File: src/rtl/mac_pipe_acc.sv
// Two-stage pipelined unsigned multiply-add (MAD) / multiply-accumulate (ACC) unit; optional MAC_PIPE_SAT_EN clamps ACC overflow.
// Latency: 2 clk in_valid -> out_valid, one operation per clock.
// Backpressure: none; every out_valid pulse must be consumed by the downstream block.
module mac_pipe_acc #(
    parameter int WIDTH = 8,
    parameter int ACC_W = 2*WIDTH+4
) (
    input  logic             clk,
    input  logic             rst_n,
    input  logic             in_valid,
    input  logic             mode,
    input  logic             acc_clr,
    input  logic [WIDTH-1:0] a,
    input  logic [WIDTH-1:0] b,
    input  logic [WIDTH-1:0] c,
    output logic             out_valid,
    output logic [ACC_W-1:0] data_out,
    output logic             ovf
);

    localparam int PW = 2*WIDTH;

    if (ACC_W < 2*WIDTH+1) begin : g_acc_w_chk
        $error("mac_pipe_acc: ACC_W must be >= 2*WIDTH+1");
    end

    logic [PW-1:0]    prod_q, prod_d;
    logic [WIDTH-1:0] c_q, c_d;
    logic             mode_q, mode_d;
    logic             clr_q, clr_d;
    logic             v1_q;

    logic [ACC_W-1:0] acc_q, acc_d;
    logic [ACC_W-1:0] data_q, data_d;
    logic             ovf_q, ovf_d;
    logic             ov_q;

    logic [ACC_W-1:0] acc_base;
    logic [ACC_W:0]   acc_sum;
    logic             acc_carry;
    logic [ACC_W-1:0] acc_res;
    logic [ACC_W-1:0] mad_res;

    always_comb begin
        prod_d = prod_q;
        c_d    = c_q;
        mode_d = mode_q;
        clr_d  = clr_q;
        if (in_valid) begin
            prod_d = PW'(a) * PW'(b);
            c_d    = c;
            mode_d = mode;
            clr_d  = acc_clr;
        end
    end

    // One spare top bit on the ACC adder exposes the carry used for ovf.
    assign acc_base  = clr_q ? '0 : acc_q;
    assign acc_sum   = {1'b0, acc_base} + (ACC_W+1)'(prod_q);
    assign acc_carry = acc_sum[ACC_W];
    assign mad_res   = ACC_W'(prod_q) + ACC_W'(c_q);

`ifdef MAC_PIPE_SAT_EN
    assign acc_res = acc_carry ? '1 : acc_sum[ACC_W-1:0];
`else
    assign acc_res = acc_sum[ACC_W-1:0];
`endif

    always_comb begin
        acc_d  = acc_q;
        data_d = data_q;
        ovf_d  = ovf_q;
        if (v1_q) begin
            if (!mode_q) begin
                data_d = mad_res;
            end else begin
                acc_d  = acc_res;
                data_d = acc_res;
                ovf_d  = (clr_q ? 1'b0 : ovf_q) | acc_carry;
            end
        end
    end

    always_ff @(posedge clk or negedge rst_n) begin
        if (!rst_n) begin
            prod_q <= '0;
            c_q    <= '0;
            mode_q <= 1'b0;
            clr_q  <= 1'b0;
            v1_q   <= 1'b0;
            acc_q  <= '0;
            data_q <= '0;
            ovf_q  <= 1'b0;
            ov_q   <= 1'b0;
        end else begin
            prod_q <= prod_d;
            c_q    <= c_d;
            mode_q <= mode_d;
            clr_q  <= clr_d;
            v1_q   <= in_valid;
            acc_q  <= acc_d;
            data_q <= data_d;
            ovf_q  <= ovf_d;
            ov_q   <= v1_q;
        end
    end

    assign out_valid = ov_q;
    assign data_out  = data_q;
    assign ovf       = ovf_q;

endmodule
File: config.mk
export PLATFORM = sky130hd
export DESIGN_NAME = mac_pipe_acc
export DESIGN_NICKNAME = d
export VERILOG_FILES = /design/src/rtl/mac_pipe_acc.sv
export SDC_FILE = /design/constraint.sdc
export NUM_CORES = 1
export LEC_CHECK = 0
export ABC_AREA = 0
export CAP_MARGIN = 10
export CORE_UTILIZATION = 60
export DETAILED_ROUTE_END_ITERATION = 16
export GPL_TIMING_DRIVEN = 0
export MAX_ROUTING_LAYER = met4
export PLACE_DENSITY = 0.82
export RECOVER_POWER = 25
export SLEW_MARGIN = 20
export SYNTH_ARGS = -nofsm -noshare
export SYNTH_HDL_FRONTEND = slang
export SYNTH_SLANG_ARGS = --single-unit
File: constraint.sdc
create_clock -name clk -period 3.7 [get_ports clk]
set_input_delay 1.11 -clock clk [delete_from_list [all_inputs] [get_ports clk]]
set_output_delay 1.11 -clock clk [all_outputs]
set_load 0.005 [all_outputs]
==> impl_metrics.env <==
export IMPL_portBuffers=50
export IMPL_synth_sequential_area_ratio_pct=28.01
export IMPL_max_slew_worst_pin_slew_ns=1.722
export IMPL_synthesis_instances=676
export IMPL_remaining_drc_errors=0
export IMPL_yosysUniqueCellTypes=58
export IMPL_top_level_ports=51
export IMPL_timing_worst_setup_path_type="in -> reg"
export IMPL_globalRoute_totalOverflow=0
export IMPL_avgRoutedWirePerCell_microns=17.43
export IMPL_grt_total_usage_pct=32.26
export IMPL_hp_class="reg -> reg"
export IMPL_cts_tree="yes"
export IMPL_mappedNetlistNets=803
export IMPL_finalInstanceArea_sq_um=7471
export IMPL_final_period_minus_worst_setup_slack_ns=4.482
export IMPL_drt_total_wl_mm=15.44
export IMPL_route_antenna_remaining_nets=0
export IMPL_clock_latency_ns=0.36
export IMPL_final_period_utilization_pct=121.1
export IMPL_placed_cell_area_sq_um=6984
export IMPL_timing_slew_headroom_pct=-14.79
export IMPL_synth_main_ff_cell="dfrtp_1"
export IMPL_layout_area_overhead_vs_synth_pct=21.19
export IMPL_placement_rows=36
export IMPL_global_route_wire_length_before_repair_mm=25.39
export IMPL_h_tree_depth=3
export IMPL_pre_cts_ws_ns=-1.884
export IMPL_synth_edf_count=0
export IMPL_leakage_nw=3.589
export IMPL_drtPass1Iterations=7
export IMPL_final_instance_count_excl_fill=886
export IMPL_cap_viol_max_count=1
export IMPL_fraction_of_final_layout_cells_with_drive_strength_greater_than_1_pct=16.33
export IMPL_async_reset_ff_share_pct=100.0
export IMPL_critical_path_required_ns=3.95
export IMPL_grt_start_max_net_pins=39
export IMPL_place_gp_congestion=0.9340
export IMPL_totalNegativeSetupSlack_ns=-6.084
export IMPL_ir_worst_vdd_uv=347.7
export IMPL_synth_seq_cells=69
export IMPL_floorplan_initialDensity_pct=62.49
export IMPL_timing_clock_skew_ns=0.007540
export IMPL_hpwlAfterDp_mm=11.45
export IMPL_num_vias=5221
export IMPL_synth_cell_area_sq_um=6165
export IMPL_design_die_area_sq_um=10680
export IMPL_clk_path_buf_depth=2
export IMPL_number_of_antenna_violations_at_the_first_check_in_global_routing=0
export IMPL_final_setup_viol_count=10
export IMPL_outcome="complete, but fails checks"
export IMPL_power_density_nw_per_um2=676.6
export IMPL_drt_vias_per_instance=5.893
export IMPL_die_width_microns=103.4
export IMPL_crit_path_start_kind="input port"
export IMPL_numPlacedInstances=860
export IMPL_grt_setup_unrepaired="yes"
export IMPL_post_cts_clock_slew_at_the_launch_and_capture_registers_of_the_worst_setup_and_hold_paths_ns=0.08
export IMPL_syn_mean_instance_area_sq_um=9.119
export IMPL_max_freq_mhz=223.1
export IMPL_timing_critical_path_to_type="flop"
export IMPL_design_core_area_sq_um=9864
export IMPL_finalNetCount=875
export IMPL_worst_endpoint_arrival_ns=4.73
export IMPL_count_of_routing_violations_after_the_opening_detailed_route_iteration=341
export IMPL_root_buffer="clkbuf_8"
export IMPL_antenna_cells=0
export IMPL_layout_setup_ws_ns=-0.7820
export IMPL_timing_final_hold_violations=0
export IMPL_maxSlewViolCount=33
export IMPL_numClockSinks=69
export IMPL_die_ht_microns=103.4
export IMPL_crit_fanout=8
export IMPL_violations="max-capacitance violations, max-slew violations, negative setup slack"
export IMPL_vias_in_the_first_global_route=5182
export IMPL_cts_buffers=9
export IMPL_yosysWarningCount=0
[area by class of cell]
cell class              instances  area, sq um
flip-flops and latches         69         1727
repair buffers                 62        659.4
well taps                     133        166.4
fillers                       703         2394
clock inverters                 3        20.02
plain buffers                  17        63.81
clock buffers                  13        158.9
multi-input cells             521         4418
inverters                      68        257.7
[critical path, cell delays in order]
cell	delay (ns)
buf_8	0.12
and2_1	0.18
fa_2	0.39
fa_1	0.44
ha_1	0.29
inv_1	0.05
fa_1	0.53
inv_1	0.07
ha_4	0.24
nor2b_2	0.19
o31ai_4	0.26
a21oi_2	0.10
or2_4	0.26
a21oi_4	0.18
xnor2_2	0.08
mux2_4	0.26
[power by group]
| group | total (mW) | internal [mW] | switching [mW] |
|---|---|---|---|
| Clock | 0.576 | 0.279 | 0.297 |
| Sequential | 1.23 | 1.02 | 0.216 |
| Combinational | 3.25 | 1.58 | 1.66 |
| Total | 5.05 | 2.88 | 2.17 |
[layer usage]
| layer | global-route usage (%) | vias to the layer above | wire, microns |
|---|---|---|---|
| li1 | - | 2422 | - |
| met1 | 42.91 | 2568 | 6606 |
| met2 | 52.67 | 199 | 7606 |
| met3 | 3.898 | 32 | 919 |
| met4 | 8.126 | 0 | 311 |
| met5 | - | - | 0 |
[cells in the final DEF, fill, tap and decap left out, drive strengths merged, types with 10 or more instances in the layout]
master         instances
xor2                  10
clkbuf                29
nor2b                 23
nor2                  45
xnor2                 24
ha                    60
nand2                 77
inv                   67
a21o                  10
and2                  48
mux2                  21
nand3                 10
o21ai                 31
dfrtp                 69
buf                   28
a21oi                 38
clkdlybuf4s50         33
fa                    38
[cell usage after synthesis, types with 3 or more instances]
cell type / number / area share, %
mux2_2: 21 / 3.8
and3_1: 7 / 0.71
nand2b_1: 7 / 0.71
o211ai_1: 3 / 0.37
nand2_1: 77 / 4.7
inv_1: 67 / 4.1
o31ai_1: 3 / 0.37
a31oi_1: 3 / 0.30
mux2i_1: 6 / 0.97
nor2_1: 45 / 2.7
dfrtp_1: 69 / 28
fa_1: 38 / 12
a21o_1: 10 / 1.2
nand3_1: 10 / 0.81
o21ai_0: 23 / 1.9
a221o_1: 3 / 0.49
o21a_1: 4 / 0.49
buf_1: 3 / 0.18
xor2_1: 10 / 1.4
a21oi_1: 37 / 3.0
a211oi_1: 3 / 0.37
clkbuf_1: 15 / 0.91
nor3_1: 6 / 0.49
o221ai_1: 3 / 0.43
ha_1: 60 / 12
and2_1: 48 / 4.9
xnor2_1: 24 / 3.4
o21bai_1: 3 / 0.37
nor2b_1: 23 / 2.3
o21ai_1: 7 / 0.57
or3_1: 3 / 0.30
nand4_1: 3 / 0.30
[logic make-up after synthesis]
logic type | Yosys count | synth area share, %
compound gates | 124 | 13.46
xor+xnor | 34 | 4.830
fa+ha+maj | 98 | 24.52
buf+inv | 86 | 5.236
flops | 69 | 28.01
mux | 27 | 4.810
simple gates | 238 | 19.14
[state kept, by name (all words and copies together) (netlist names)]
| register | flops |
|---|---|
| c_q | 8 |
| data_out | 20 |
| ovf | 1 |
| v1_q | 1 |
| prod_q | 16 |
| acc_q | 20 |
| out_valid | 1 |
| mode_q | 1 |
| clr_q | 1 |
[metrics by stage]
step	hold slack, ns	util, %	total power [mW]
after detailed placement	0.4555	70.80	4.035
after global placement	0.4512	70.62	3.908
after CTS	0.4743	74.77	4.840
final	0.4739	75.74	5.055
after global routing	0.5016	75.74	5.436
after floorplan	0.3925	-	3.280
[final timing paths]
check / start / to / slack (ns) / depth (start not counted)
hold / removal: acc_q[3] / acc_q[3] / 0.47 / 2
min in group asynchronous: rst_n / out_valid / 1.19 / 1
hold reg to reg: acc_q[3] / acc_q[3] / 0.47 / 2
max in group asynchronous: rst_n / c_q[1] / 0.79 / 2
setup / recovery: a[2] / prod_q[11] / -0.78 / 16
setup reg to reg: clr_q / data_out[12] / 0.24 / 12
[repair_timing]
| action | CTS | global route |
|---|---|---|
| pin swaps | 25 | 17 |
| hold buffers | 0 | 0 |
| setup endpoints to repair | 12 | 10 |
| gates cloned | 0 | 0 |
| resized for setup | 126 | 29 |
| endpoints found under the hold margin | 0 | 0 |
| setup buffers | 11 | 1 |
Note: power is estimated with default switching activity, not from simulation.
